[src/rtl/uart_bus_responder.sv]
// Bus-side UART: answers CPU rdn/wrn strobes from RX/TX holding registers and
// runs an 8N1 receiver on rxd and transmitter on txd.
module uart_bus_responder #(
   parameter int CLK_DIV  = 434,
   parameter int SYNC_LEN = 2
) (
   input  logic       CLK,
   input  logic       RST,
   input  logic       rdn,
   input  logic       wrn,
   input  logic [7:0] data_i,
   output logic [7:0] data_o,
   output logic       data_oe,
   output logic       data_ready,
   output logic       tbre,
   output logic       tsre,
   output logic       overrun,
   output logic       frame_err,
   input  logic       rxd,
   output logic       txd
);

   localparam int            CW       = $clog2(CLK_DIV) + 1;
   localparam logic [CW-1:0] BIT_CNT  = CW'(CLK_DIV);
   localparam logic [CW-1:0] HALF_CNT = CW'(CLK_DIV / 2);
   localparam logic [CW-1:0] CNT_ONE  = CW'(1);

   typedef enum logic [1:0] {ST_IDLE, ST_START, ST_DATA, ST_STOP} uart_state_e;

   logic [SYNC_LEN-1:0] rdn_sync_q, wrn_sync_q, rxd_sync_q;
   logic                rdn_prev_q, wrn_prev_q, rxd_prev_q;
   logic                rdn_s, wrn_s, rxd_s, rdn_rise, wrn_rise, rxd_fall;

   assign rdn_s    = rdn_sync_q[SYNC_LEN-1];
   assign wrn_s    = wrn_sync_q[SYNC_LEN-1];
   assign rxd_s    = rxd_sync_q[SYNC_LEN-1];
   assign rdn_rise = rdn_s & ~rdn_prev_q;
   assign wrn_rise = wrn_s & ~wrn_prev_q;
   assign rxd_fall = ~rxd_s & rxd_prev_q;

   // NOTE: synchronizers and edge history reset to the idle level (1) so leaving reset never looks like an edge.
   always_ff @(posedge CLK or negedge RST) begin
      if (!RST) begin
         rdn_sync_q <= '1;
         wrn_sync_q <= '1;
         rxd_sync_q <= '1;
         rdn_prev_q <= 1'b1;
         wrn_prev_q <= 1'b1;
         rxd_prev_q <= 1'b1;
      end else begin
         // NOTE: non-blocking assignments make every flop sample its predecessor's pre-edge value.
         rdn_sync_q <= {rdn_sync_q[SYNC_LEN-2:0], rdn};
         wrn_sync_q <= {wrn_sync_q[SYNC_LEN-2:0], wrn};
         rxd_sync_q <= {rxd_sync_q[SYNC_LEN-2:0], rxd};
         rdn_prev_q <= rdn_s;
         wrn_prev_q <= wrn_s;
         rxd_prev_q <= rxd_s;
      end
   end

   uart_state_e   tx_state_q, tx_state_d;
   logic [CW-1:0] tx_cnt_q, tx_cnt_d;
   logic [7:0]    staging_q, staging_d, tx_hold_q, tx_hold_d, tx_shift_q, tx_shift_d;
   logic [2:0]    tx_bit_q, tx_bit_d;
   logic          tbre_q, tbre_d, tsre_q, tsre_d, txd_q, txd_d, tx_load;

   always_comb begin
      // NOTE: every _d defaults to its _q first, so no branch can leave a latch behind.
      tx_state_d = tx_state_q;
      tx_cnt_d   = tx_cnt_q;
      staging_d  = staging_q;
      tx_hold_d  = tx_hold_q;
      tx_shift_d = tx_shift_q;
      tx_bit_d   = tx_bit_q;
      tbre_d     = tbre_q;
      tsre_d     = tsre_q;
      txd_d      = txd_q;
      tx_load    = 1'b0;

      if (!wrn_s) staging_d = data_i;
      // A write while the holding register is still full is silently dropped.
      if (wrn_rise && tbre_q) begin
         tx_hold_d = staging_q;
         tbre_d    = 1'b0;
      end
      if (tx_state_q != ST_IDLE && tx_cnt_q != CNT_ONE) tx_cnt_d = tx_cnt_q - CNT_ONE;

      case (tx_state_q)
         ST_IDLE:  tx_load = !tbre_q;
         ST_START: if (tx_cnt_q == CNT_ONE) begin
            tx_state_d = ST_DATA;
            tx_cnt_d   = BIT_CNT;
            tx_bit_d   = '0;
            txd_d      = tx_shift_q[0];
         end
         ST_DATA: if (tx_cnt_q == CNT_ONE) begin
            tx_cnt_d = BIT_CNT;
            if (tx_bit_q == 3'd7) begin
               tx_state_d = ST_STOP;
               txd_d      = 1'b1;
            end else begin
               tx_bit_d   = tx_bit_q + 3'd1;
               tx_shift_d = tx_shift_q >> 1;
               txd_d      = tx_shift_q[1];
            end
         end
         ST_STOP: if (tx_cnt_q == CNT_ONE) begin
            if (!tbre_q) begin
               tx_load = 1'b1;
            end else begin
               tx_state_d = ST_IDLE;
               tsre_d     = 1'b1;
            end
         end
         default: tx_state_d = ST_IDLE;
      endcase

      // Shared by IDLE and end-of-STOP so queued bytes go out with no idle gap.
      if (tx_load) begin
         tx_shift_d = tx_hold_q;
         tbre_d     = 1'b1;
         tsre_d     = 1'b0;
         txd_d      = 1'b0;
         tx_cnt_d   = BIT_CNT;
         tx_state_d = ST_START;
      end
   end

   uart_state_e   rx_state_q, rx_state_d;
   logic [CW-1:0] rx_cnt_q, rx_cnt_d;
   logic [7:0]    rx_shift_q, rx_shift_d, rx_hold_q, rx_hold_d;
   logic [2:0]    rx_bit_q, rx_bit_d;
   logic          ready_q, ready_d, overrun_q, overrun_d, ferr_q, ferr_d;

   always_comb begin
      rx_state_d = rx_state_q;
      rx_cnt_d   = rx_cnt_q;
      rx_shift_d = rx_shift_q;
      rx_hold_d  = rx_hold_q;
      rx_bit_d   = rx_bit_q;
      ready_d    = ready_q;
      overrun_d  = overrun_q;
      ferr_d     = 1'b0;

      if (rdn_rise) begin
         ready_d   = 1'b0;
         overrun_d = 1'b0;
      end
      if (rx_state_q != ST_IDLE && rx_cnt_q != CNT_ONE) rx_cnt_d = rx_cnt_q - CNT_ONE;

      case (rx_state_q)
         ST_IDLE: if (rxd_fall) begin
            rx_state_d = ST_START;
            rx_cnt_d   = HALF_CNT;
         end
         ST_START: if (rx_cnt_q == CNT_ONE) begin
            rx_state_d = rxd_s ? ST_IDLE : ST_DATA;
            rx_cnt_d   = BIT_CNT;
            rx_bit_d   = '0;
         end
         ST_DATA: if (rx_cnt_q == CNT_ONE) begin
            rx_shift_d = {rxd_s, rx_shift_q[7:1]};
            rx_cnt_d   = BIT_CNT;
            rx_bit_d   = rx_bit_q + 3'd1;
            if (rx_bit_q == 3'd7) rx_state_d = ST_STOP;
         end
         ST_STOP: if (rx_cnt_q == CNT_ONE) begin
            rx_state_d = ST_IDLE;
            if (rxd_s) begin
               // A byte landing on the same cycle as a read wins over the read's clear.
               rx_hold_d = rx_shift_q;
               ready_d   = 1'b1;
               overrun_d = rdn_rise ? 1'b0 : (overrun_q | ready_q);
            end else begin
               ferr_d = 1'b1;
            end
         end
         default: rx_state_d = ST_IDLE;
      endcase
   end

   always_ff @(posedge CLK or negedge RST) begin
      if (!RST) begin
         tx_state_q <= ST_IDLE;
         tx_cnt_q   <= '0;
         staging_q  <= '0;
         tx_hold_q  <= '0;
         tx_shift_q <= '0;
         tx_bit_q   <= '0;
         tbre_q     <= 1'b1;
         tsre_q     <= 1'b1;
         txd_q      <= 1'b1;
         rx_state_q <= ST_IDLE;
         rx_cnt_q   <= '0;
         rx_shift_q <= '0;
         rx_hold_q  <= '0;
         rx_bit_q   <= '0;
         ready_q    <= 1'b0;
         overrun_q  <= 1'b0;
         ferr_q     <= 1'b0;
      end else begin
         tx_state_q <= tx_state_d;
         tx_cnt_q   <= tx_cnt_d;
         staging_q  <= staging_d;
         tx_hold_q  <= tx_hold_d;
         tx_shift_q <= tx_shift_d;
         tx_bit_q   <= tx_bit_d;
         tbre_q     <= tbre_d;
         tsre_q     <= tsre_d;
         txd_q      <= txd_d;
         rx_state_q <= rx_state_d;
         rx_cnt_q   <= rx_cnt_d;
         rx_shift_q <= rx_shift_d;
         rx_hold_q  <= rx_hold_d;
         rx_bit_q   <= rx_bit_d;
         ready_q    <= ready_d;
         overrun_q  <= overrun_d;
         ferr_q     <= ferr_d;
      end
   end

   assign data_o     = rx_hold_q;
   assign data_oe    = ~rdn_s;
   assign data_ready = ready_q;
   assign tbre       = tbre_q;
   assign tsre       = tsre_q;
   assign overrun    = overrun_q;
   assign frame_err  = ferr_q;
   assign txd        = txd_q;

endmodule

[config.mk]
export PLATFORM = sky130hd
export DESIGN_NAME = uart_bus_responder
export DESIGN_NICKNAME = d
export VERILOG_FILES = /design/src/rtl/uart_bus_responder.sv
export SDC_FILE = /design/constraint.sdc
export NUM_CORES = 1
export LEC_CHECK = 0
export CORE_MARGIN = 8
export CORE_UTILIZATION = 48
export CTS_CLUSTER_DIAMETER = 40
export CTS_CLUSTER_SIZE = 12
export DETAILED_ROUTE_END_ITERATION = 10
export MAX_ROUTING_LAYER = met4
export PLACE_DENSITY_LB_ADDON = 0.3
export SYNTH_ARGS = -nofsm -noshare
export SYNTH_HDL_FRONTEND = slang
export SYNTH_SLANG_ARGS = --single-unit
[constraint.sdc]
create_clock -name CLK -period 5.79 [get_ports CLK]
set_input_delay 1.737 -clock CLK [delete_from_list [all_inputs] [get_ports CLK]]
set_output_delay 1.737 -clock CLK [all_outputs]
set_load 0.05 [all_outputs]
==> flow_metrics.tcl <==
set metrics [dict create \
    status "completed" \
    synth_top_area_cell "dfrtp_1" \
    drtAntennaViolNets 0 \
    finalSetupTns_ns 0 \
    cts_resized 0 \
    clkLatencyLatePin_ns 0.34 \
    worstHoldPathType "reg -> reg" \
    fmax_mhz 288 \
    cp-end-kind "output port" \
    wl_met1_um 3280 \
    start_util_pct 48.6 \
    syn_inst 334 \
    ir_drop_v 0.000165 \
    grt_pass1_vias 2562 \
    synth-seq-cells 85 \
    place.gp.congestion 0.782 \
    yosysTopAreaCellShare_pct 46.5 \
    drive_above_1_share_pct 18.5 \
    synth_fp_nets 364 \
    maxCapViolations 0 \
    post-cts-setup-buffers 0 \
    cp_cell_sequence "clkdlybuf4s50_1" \
    fp.dieArea_um2 11300 \
    fin_crit_ns 3.47 \
    cts-root-buf "clkbuf_8" \
    grt_max_degree 86 \
    drc_errors 0 \
    cp.required_ns 4.05 \
    first_pass_iters 4 \
    grt_use_total_pct 13.2 \
    power.density_nw_per_um2 322 \
    syn_to_final_growth_pct 13.8 \
    relSlewSlack_pct 30.5 \
    layout_commonest_cell "dfrtp_1" \
    num_antenna_cells 0 \
    cp_top_family "buffers and inverters" \
    coreArea_um2 8090 \
    worst_pin_slew_ns 1.04 \
    skew_ns 0.00736 \
    synth_cell_types 47 \
    via_count 2504 \
    cts.clk_slew.worst_paths_ns 0.09 \
    crit_slowest_cell "clkdlybuf4s50_1" \
    rsz0062_at_grt "no" \
    synthTopCellsByArea "dfrtp_1 (46%), mux2_2 (9.7%), dfstp_2 (8.0%)" \
    startpoint_type "flop" \
    hold_buffers 0 \
    cts.sinks 85 \
    min_path_cells 0 \
    syn_area_per_cell_um2 11.8 \
    layout_common_cells "dfrtp_1 (73), mux2_2 (34), nand2_1 (30)" \
    finalHoldViolCount 0 \
    yosysWarnings 0 \
    setup_viol 0 \
    drt_wl_total_um 6850 \
    highest_layer "met4" \
    cts_tree "done" \
    cts_buffers 9 \
    final_cells 472 \
    vias_per_cell 5.31 \
    post-place-ws_ns 2.69 \
    fill_cells 710 \
    crit_arrival_ns 1.73 \
    placementRows 33 \
    drtIter0Drc 86 \
    io_pins 28 \
    htreeDepth 3 \
    power.leakage_nw 2.07 \
    post-route-period-util_pct 59.9 \
    layout.nets 392 \
    met3WireLength_um 269 \
    wl_met2_um 3220 \
    setup_ws_ns 2.32 \
    place_hpwl_um 4730 \
    worst-path-max-fanout 6 \
    grt_first_pass_wirelength_um 12000 \
    path_buf_inv 1 \
    wl_per_cell_um 14.5 \
    grt-ovfl-total 0 \
    antenna_found_initial 0 \
    crit_type "reg -> out" \
    chipWidth_um 106 \
    path_depth 1 \
    dp_cells 456 \
    slew_violations 0 \
    syn-cell-area_um2 3930 \
    r2r_cells 6 \
    synth_seq_area_share_pct 54.5 \
    die_h_um 106 \
    clk_path_buf_depth 2 \
    portBuffers 27 \
    cpPeakStageDelay_ns 0.81 \
    power_mw 1.44 \
]
## sequential cells by signal (all words and copies together), names as in the netlist, 2 cells and up, named ones only
register and cells:
data_o 8, rdn_sync_q 2, rx_bit_q 3, rx_cnt_q 10, rx_shift_q 8, rxd_sync_q 2
staging_q 8, tx_bit_q 3, tx_cnt_q 10, tx_hold_q 8, tx_shift_q 8, tx_state_q 2
wrn_sync_q 2
## power by group
group / switching, mW / internal [mW]
Sequential: 0.0500 / 0.656
Combinational: 0.175 / 0.136
Clock: 0.220 / 0.206
## routing by layer
layer  vias to the layer above  global-route usage, %
li1                       1243                      -
met1                      1219                   16.3
met2                        34                   20.0
met3                         8                   3.69
met4                         0                   5.73
met5                         -                      -
## cell type report
type | instances | area [µm²] | area share (%)
repair buffers | 27 | 268 | 5.98
flip-flops and latches | 85 | 2140 | 47.9
clock buffers | 9 | 124 | 2.77
clock inverters | 7 | 81.3 | 1.82
multi-input cells | 226 | 1680 | 37.5
well taps | 105 | 131 | 2.94
inverters | 13 | 48.8 | 1.09
## kinds of logic (layout without fill, tap and decap cells)
| logic type | count (synthesis) | count (layout) | share of synthesized area (%) |
|---|---|---|---|
| compound gates | 59 | 59 | 10.2 |
| flops | 85 | 85 | 54.5 |
| buf+inv | 23 | 56 | 2.77 |
| simple gates | 95 | 95 | 12.4 |
| xor+xnor | 11 | 11 | 2.45 |
| fa+ha+maj | 17 | 17 | 5.41 |
| mux | 44 | 44 | 12.3 |
## synthesized netlist by cell type, drive strengths merged
| cell | n |
|---|---|
| o211ai | 1 |
| ha | 17 |
| xnor2 | 6 |
| o31ai | 1 |
| o41ai | 1 |
| nand3b | 3 |
| o31a | 1 |
| or2 | 1 |
| dfrtp | 73 |
| a31oi | 2 |
| and3b | 1 |
| and3 | 1 |
| nor4 | 3 |
| nand4 | 1 |
| nand2 | 30 |
| inv | 13 |
| a211oi | 2 |
| o21ai | 24 |
| and2 | 4 |
| a221o | 1 |
| nand3 | 1 |
| mux2 | 34 |
| dfstp | 12 |
| o311ai | 2 |
| buf | 6 |
| mux2i | 10 |
| or3 | 7 |
| nor3 | 9 |
| o221ai | 1 |
| a22o | 11 |
| or4b | 1 |
| clkbuf | 4 |
| nor2b | 1 |
| nor2 | 20 |
| nor4b | 1 |
| o311a | 1 |
| a21oi | 11 |
| nand2b | 9 |
| xor2 | 5 |
| or4 | 2 |
## per-stage QoR
| stage | hold WS (ns) | cell area [µm²] | utilization, % |
|---|---|---|---|
| global route | 0.368 | 4470 | 55.3 |
| CTS | 0.361 | 4470 | 55.3 |
| global placement | 0.346 | 4270 | 52.8 |
| detailed placement | 0.349 | 4270 | 52.8 |
| finish | 0.360 | 4470 | 55.3 |
| floorplan | 0.345 | 3930 | - |
## worst paths after layout
check / startpoint / end / slack, ns
max in group asynchronous: RST / rx_cnt_q[1] / 3.56
worst max-delay path: tbre / tbre / 2.32
worst min-delay path: rxd_sync_q[0] / rxd_sync_q[1] / 0.36
worst max register to register: rx_cnt_q[1] / data_o[0] / 3.08
min in group asynchronous: RST / rx_cnt_q[5] / 1.55
worst min register to register: rxd_sync_q[0] / rxd_sync_q[1] / 0.36
No activity file was read; power rests on OpenSTA's default activity.
